**config.mk**
```make
export PLATFORM = sky130hd
export DESIGN_NAME = imem_arbiter
export DESIGN_NICKNAME = d
export VERILOG_FILES = /design/src/rtl/imem_arbiter_pkg.sv /design/src/rtl/arb_rr2.sv /design/src/rtl/imem_arbiter.sv
export SDC_FILE = /design/constraint.sdc
export NUM_CORES = 1
export LEC_CHECK = 0
export ABC_CLOCK_PERIOD_IN_PS = 2400
export CAP_MARGIN = 30
export CORE_AREA = 2 2 139 141
export DETAILED_ROUTE_END_ITERATION = 7
export DIE_AREA = 0 0 141 143
export GPL_ROUTABILITY_DRIVEN = 0
export PLACE_DENSITY = 0.77
export SYNTH_ARGS = -nofsm -noshare
export SYNTH_HDL_FRONTEND = slang
export SYNTH_SLANG_ARGS = --single-unit
```
**constraint.sdc**
```tcl
create_clock -name clk -period 2.4 [get_ports clk]
set_input_delay 0.72 -clock clk [delete_from_list [all_inputs] [get_ports clk]]
set_output_delay 0.72 -clock clk [all_outputs]
set_load 0.01 [all_outputs]
```
**src/rtl/imem_arbiter_pkg.sv**
```systemverilog
// Shared types and constants for the instruction/data line-memory arbiter.
package imem_arbiter_pkg;

    localparam int WORD_SIZE       = 32;
    localparam int CACHE_LINE_SIZE = 128;
    localparam int ARB_TIMEOUT     = 64;
    localparam int NUM_PORTS       = 2;

    typedef enum logic [1:0] {
        ARB_IDLE = 2'd0,
        ARB_BUSY = 2'd1,
        ARB_RESP = 2'd2
    } arb_state_e;

    // One requester's view of the arbiter: request flag plus its byte address.
    typedef struct packed {
        logic                 vld;
        logic [WORD_SIZE-1:0] addr;
    } arb_req_t;

endpackage

```
**src/rtl/arb_rr2.sv**
```systemverilog
// Two-way round-robin picker. Purely combinational; gnt is only meaningful
// when at least one request bit is set. With rr_en low, port 0 always wins.
module arb_rr2 (
    input  logic [1:0] req,
    input  logic       last_grant,
    input  logic       rr_en,
    output logic       gnt
);

    // Contention goes to the port that did not win last time; a lone requester always wins.
    always_comb begin
        gnt = 1'b0;
        if (req[0] && req[1]) begin
            gnt = rr_en ? ~last_grant : 1'b0;
        end else if (req[1]) begin
            gnt = 1'b1;
        end
    end

endmodule

```
**src/rtl/imem_arbiter.sv**
```systemverilog
// Serialises I-cache (port 0) and D-cache (port 1) line fills onto the single
// multi-cycle line memory. Holds Read until Ready, registers the returned line
// and returns it to the winner with a one-cycle done pulse. A stuck memory is
// abandoned after TIMEOUT_CYCLES busy cycles and flagged on a sticky err.
module imem_arbiter
    import imem_arbiter_pkg::*;
#(
    parameter int TIMEOUT_CYCLES = ARB_TIMEOUT,
    parameter bit RR_EN          = 1'b1
) (
    input  logic                       clk,
    input  logic                       rst,
    input  logic                       req0,
    input  logic [WORD_SIZE-1:0]       addr0,
    input  logic                       req1,
    input  logic [WORD_SIZE-1:0]       addr1,
    output logic                       done0,
    output logic                       done1,
    output logic [CACHE_LINE_SIZE-1:0] line_out,
    output logic                       err,
    output logic                       mem_read,
    output logic [WORD_SIZE-1:0]       mem_addr,
    input  logic                       mem_ready,
    input  logic [CACHE_LINE_SIZE-1:0] mem_line
);

    localparam int             CW       = (TIMEOUT_CYCLES > 1) ? $clog2(TIMEOUT_CYCLES) : 1;
    localparam logic [CW-1:0]  CNT_LAST = CW'(TIMEOUT_CYCLES - 1);

    arb_state_e                 state_q, state_d;
    arb_req_t [NUM_PORTS-1:0]   port_req;
    logic     [NUM_PORTS-1:0]   req_vec;
    logic                       pick;
    logic                       any_req;
    logic                       mem_hit;
    logic                       timeout_hit;

    logic                       gnt_q, gnt_d;
    logic                       last_grant_q, last_grant_d;
    logic [CW-1:0]              cnt_q, cnt_d;
    logic                       mem_read_d;
    logic [WORD_SIZE-1:0]       mem_addr_d;
    logic [CACHE_LINE_SIZE-1:0] line_d;
    logic                       err_d;
    logic                       done0_d, done1_d;

    assign port_req[0] = '{vld: req0, addr: addr0};
    assign port_req[1] = '{vld: req1, addr: addr1};

    for (genvar p = 0; p < NUM_PORTS; p++) begin : g_req
        assign req_vec[p] = port_req[p].vld;
    end

    assign any_req = |req_vec;

    arb_rr2 u_pick (
        .req        (req_vec),
        .last_grant (last_grant_q),
        .rr_en      (RR_EN),
        .gnt        (pick)
    );

    // Ready wins over timeout when both land in the same busy cycle.
    assign mem_hit     = (state_q == ARB_BUSY) && mem_ready;
    assign timeout_hit = (state_q == ARB_BUSY) && !mem_ready && (cnt_q == CNT_LAST);

    // State register; reset drops straight back to IDLE even mid-transaction.
    always_ff @(posedge clk) begin
        if (rst) state_q <= ARB_IDLE;
        else     state_q <= state_d;
    end

    // Next-state: IDLE -> BUSY on any request, BUSY -> RESP on ready or timeout, RESP -> IDLE.
    always_comb begin
        state_d = state_q;
        unique case (state_q)
            ARB_IDLE: if (any_req)                state_d = ARB_BUSY;
            ARB_BUSY: if (mem_hit || timeout_hit) state_d = ARB_RESP;
            ARB_RESP:                             state_d = ARB_IDLE;
            default:                              state_d = ARB_IDLE;
        endcase
    end

    // Next values for the registered outputs and datapath; everything holds unless a transition touches it.
    always_comb begin
        gnt_d        = gnt_q;
        last_grant_d = last_grant_q;
        cnt_d        = cnt_q;
        mem_read_d   = mem_read;
        mem_addr_d   = mem_addr;
        line_d       = line_out;
        err_d        = err;
        done0_d      = 1'b0;
        done1_d      = 1'b0;
        unique case (state_q)
            ARB_IDLE: begin
                if (any_req) begin
                    gnt_d      = pick;
                    mem_addr_d = port_req[pick].addr;
                    mem_read_d = 1'b1;
                    cnt_d      = '0;
                end else begin
                    mem_read_d = 1'b0;
                end
            end
            ARB_BUSY: begin
                if (mem_hit) begin
                    line_d     = mem_line;
                    mem_read_d = 1'b0;
                    done0_d    = ~gnt_q;
                    done1_d    = gnt_q;
                end else if (timeout_hit) begin
                    mem_read_d = 1'b0;
                    err_d      = 1'b1;
                    done0_d    = ~gnt_q;
                    done1_d    = gnt_q;
                end else begin
                    cnt_d      = cnt_q + CW'(1);
                end
            end
            ARB_RESP: begin
                // Read stays low here so the memory pipeline drains before the next grant.
                mem_read_d   = 1'b0;
                last_grant_d = gnt_q;
            end
            default: begin
                mem_read_d = 1'b0;
            end
        endcase
    end

    // Output and datapath registers; last_grant resets to 1 so port 0 wins the first contention.
    always_ff @(posedge clk) begin
        if (rst) begin
            gnt_q        <= 1'b0;
            last_grant_q <= 1'b1;
            cnt_q        <= '0;
            mem_read     <= 1'b0;
            mem_addr     <= '0;
            line_out     <= '0;
            err          <= 1'b0;
            done0        <= 1'b0;
            done1        <= 1'b0;
        end else begin
            gnt_q        <= gnt_d;
            last_grant_q <= last_grant_d;
            cnt_q        <= cnt_d;
            mem_read     <= mem_read_d;
            mem_addr     <= mem_addr_d;
            line_out     <= line_d;
            err          <= err_d;
            done0        <= done0_d;
            done1        <= done1_d;
        end
    end

endmodule
```
Word level (Yosys, flattened, before mapping)
Cells that the tools add are included.
- register bits after elaboration: 174
- word-level logic and storage cells: 58
- add/subtract/negate cells: 1
- $lt $le $gt $ge: 1
- eq/ne operators: 8
- muxes and demuxes: 19
- bitwise operators: 4
- reductions and logical operators: 15
- operators with widths (operator ; number):
    $mux W32 ; 2
    $mux W6 ; 3
    $pmux W6 S2 ; 1
    $mux W1 ; 9
    $add A6 B1 Y6 const B ; 1
    $eq A6 B6 Y1 const B ; 1
    $ne A2 B2 Y1 const B ; 3
    $reduce_and A2 Y1 ; 3
    $logic_and A1 B1 Y1 ; 4
    $mux W2 ; 2
    $not A1 Y1 ; 4
    $pmux W2 S2 ; 1
    $reduce_and A4 Y1 ; 1
    $reduce_or A2 Y1 ; 2
    $ne A3 B3 Y1 const B ; 1
    $reduce_and A3 Y1 ; 1
    $eq A2 B1 Y1 const B ; 1
    $eq A2 B2 Y1 const B ; 1
    $logic_not A2 Y1 ; 1
    $lt A1 B2 Y1 const B ; 1
    $ne A2 B1 Y1 const B ; 1
    $pmux W1 S2 ; 1
    $reduce_bool A2 Y1 ; 1
    $logic_not A1 Y1 ; 1
    $logic_or A1 B1 Y1 ; 1

Depth between registers and ports, before layout
- word-level depth: 6
- mapped depth: 6

Cells and area by module
From an unflattened synthesis, not the netlist that was laid out.
- cells, all modules: 770
- area, all modules: 6344.8 um^2
- by module, submodules not included (module ; times used ; cells each ; area an instance (um^2) ; seq. area each (um^2)):
    imem_arbiter ; 1 ; 768 ; 6331.1 ; 3483.3
    arb_rr2 ; 1 ; 2 ; 13.8 ; 0.0

Least setup slack after synthesis
Ideal clock, no wire load.
- path kind: input -> register
- start point: input port rst
- end point: register line_out[0]
- library setup time: 0.137 ns
- arrival time: 1.502 ns
- setup slack: 0.762 ns
- cell stages on the path: 4
- path through: buf_2 > clkbuf_1 > clkbuf_1 > a21oi_1
- RTL lines (element ; line ; text):
    start: declaration ; imem_arbiter.sv:12 ; input logic rst,
    end signal: assignment ; imem_arbiter.sv:150 ; line_out <= line_d;
    end: declaration ; imem_arbiter.sv:19 ; output logic [CACHE_LINE_SIZE-1:0] line_out,
No word-level cell between the ends.

Final worst setup path
- start point: register line_out[82]
- end point: output port line_out[82]
No word-level cell between the ends.

==> impl_metrics.env <==
export IMPL_grt_max_degree=67
export IMPL_hold_class="flop to flop"
export IMPL_critPathLaunchType="flop"
export IMPL_fin_setup_tns_ns=0
export IMPL_fin_crit_sh_pct=88.46
export IMPL_vdd_drop_max_v=0.0004517
export IMPL_syn_to_final_growth_pct=60.93
export IMPL_dp_hpwl_um=15190
export IMPL_seq_area_um2=3483
export IMPL_worst_pin_slew_ns=0.3936
export IMPL_setup_viol=0
export IMPL_cts_buffers=17
export IMPL_mostFrequentLayoutCell="clkdlybuf4s50_1"
export IMPL_postCtsResizedCells=0
export IMPL_synth_area_top_cells="dfxtp_1, nand2_1, a21oi_2"
export IMPL_grt_pass1_vias=6247
export IMPL_synth_top_cell_by_area="dfxtp_1"
export IMPL_rows=50
export IMPL_num_vias=6429
export IMPL_drt_total_wl_um=20970
export IMPL_path_class="flop to primary output"
export IMPL_finClkSkew_ns=0.009914
export IMPL_grt_overflow=0
export IMPL_syn_inst=763
export IMPL_required_ns=1.68
export IMPL_status="complete, no violations"
export IMPL_cp_top_family="buffers and inverters"
export IMPL_crit_arrival_ns=1.40
export IMPL_synth_area_per_cell_um2=9.180
export IMPL_drc=0
export IMPL_pwr_density_cell_nw_per_um2=647.9
export IMPL_cp_max_fo=2
export IMPL_initial_core_util_pct=37.70
export IMPL_cp_slowest_cell="clkdlybuf4s50_1"
export IMPL_clkLatencyLatePin_ns=0.42
export IMPL_endpoint_kind="primary output"
export IMPL_cts_max_level=4
export IMPL_antenna_found_initial=1
export IMPL_numPortBuffers=360
export IMPL_die_y_um=143
export IMPL_multi_input_area_um2=3063
export IMPL_die_w_um=141
export IMPL_p_leak_nw=3.923
export IMPL_design_area_um2=11270
export IMPL_drive_gt1_share_pct=15.81
export IMPL_slew_viol_final=0
export IMPL_fillCellCount=1571
export IMPL_cts_hold_fix_buffers=0
export IMPL_clkTransAtPathRegs_ns=0.07
export IMPL_period_needed_ns=2.123
export IMPL_ctsLongestPathBuffers=2
export IMPL_syn_num_nets=961
export IMPL_slowest_delay_ns=0.67
export IMPL_rsz0062_at_grt="no"
export IMPL_maxCapViolCount=0
export IMPL_ys_warn_count=0
export IMPL_first_pass_iters=4
export IMPL_max_slew_margin_pct=73.76
export IMPL_grt_pass1_wl_um=32580
export IMPL_max_freq_mhz=471.0
export IMPL_via_per_inst=4.773
export IMPL_cts_setup_buffers=0
export IMPL_diodes=0
export IMPL_io_pins=361
export IMPL_clk_root_buffer_cell="clkbuf_16"
export IMPL_wl_per_cell_um=15.57
export IMPL_dieArea_um2=20160
export IMPL_hold_viol_final=0
export IMPL_seq_area_frac_synth_pct=49.73
export IMPL_cts_tree="built"
export IMPL_drt_iter0_drc=316
export IMPL_synth_area_um2=7004
export IMPL_grt_usage_pct=20.37
export IMPL_place_area_um2=10680
export IMPL_yosys_area_top_type_share_pct=49.73
export IMPL_ys_ff_latch=174
export IMPL_ant_nets=0
export IMPL_nets=1298
export IMPL_cts_sinks=174
export IMPL_core_area_um2=18580
export IMPL_worst_path_buf_inv=1
export IMPL_layout_common_cells="clkdlybuf4s50_1, nand2_1, dfxtp_1"
export IMPL_ys_types=42
export IMPL_path_cells="clkdlybuf4s50_1"
==> cells in the mapped netlist (all sizes together) <==
library cell / count
ha: 1
nand4: 1
clkbuf: 14
nand3: 6
a41oi: 2
nor2b: 2
nor3b: 1
o31ai: 1
o21a: 3
or2b: 1
o211ai: 1
a22oi: 1
buf: 44
inv: 2
dfxtp: 174
a211oi: 32
a311oi: 2
mux2i: 33
nand2: 262
and2: 2
nor3: 1
o21ai: 3
nor2: 37
a21oi: 134
or3: 1
a21boi: 1
o211a: 1
==> metal layers <==
| metal | wire length (um) | GRT usage, % | up-vias |
|---|---|---|---|
| met5 | 11 | 0 | - |
| met4 | 468 | 7.632 | 2 |
| met3 | 2215 | 8.987 | 26 |
| met2 | 10430 | 35.74 | 252 |
| met1 | 7843 | 21.71 | 2947 |
| li1 | - | - | 3202 |
==> worst paths after layout <==
| kind | start | to | slack, ns | cells past startpoint |
|---|---|---|---|---|
| setup / recovery | line_out[82]$_SDFFE_PP0P_ | line_out[82] | 0.28 | 1 |
| hold / removal | line_out[59]$_SDFFE_PP0P_ | line_out[59]$_SDFFE_PP0P_ | 0.45 | 2 |
| setup reg to reg | cnt_q[0]$_SDFFE_PP0P_ | cnt_q[3]$_SDFFE_PP0P_ | 0.79 | 5 |
| hold reg to reg | line_out[59]$_SDFFE_PP0P_ | line_out[59]$_SDFFE_PP0P_ | 0.45 | 2 |
==> sequential cells by signal (all words and copies together) (netlist names) <==
| register | flops |
|---|---|
| cnt_q | 6 |
| done0 | 1 |
| done1 | 1 |
| err | 1 |
| gnt_q | 1 |
| last_grant_q | 1 |
| line_out | 128 |
| mem_addr | 32 |
| mem_read | 1 |
| state_q | 2 |
==> logic make-up after synthesis <==
logic type / synth area share (%)
compound gates: 19.44
flops: 49.73
mux: 4.716
buf+inv: 6.824
fa+ha+maj: 0.1786
simple gates: 19.11
==> through the flow <==
stage                     hold slack (ns)  util, %  total power (W)  cells  worst slack, ns
after floorplan                    0.4266        -         0.003845    763           0.7616
after global placement             0.4412    57.50         0.004571   1315           0.1855
after detailed placement           0.4461    57.50         0.004593   1315           0.1517
after CTS                          0.4549    60.67         0.007410   1347           0.2209
after global routing               0.4735    60.67         0.007607   1347           0.1977
final                              0.4547    60.67         0.007303   1347           0.2769
==> area by class of cell <==
type / count / area share (%)
Tap cell: 234 / 2.597
Clock buffer: 19 / 3.841
Multi-Input combinational cell: 529 / 27.17
Inverter: 2 / 0.06660
Timing Repair Buffer: 376 / 34.04
Clock inverter: 13 / 1.376
Sequential cell: 174 / 30.90
==> report_power, final <==
part,switching (W),internal (W)
Clock,0.00122,0.00156
Sequential,0.0000844,0.00305
Combinational,0.000600,0.000775
Total,0.00191,0.00539
No activity file was read; power rests on OpenSTA's default activity.
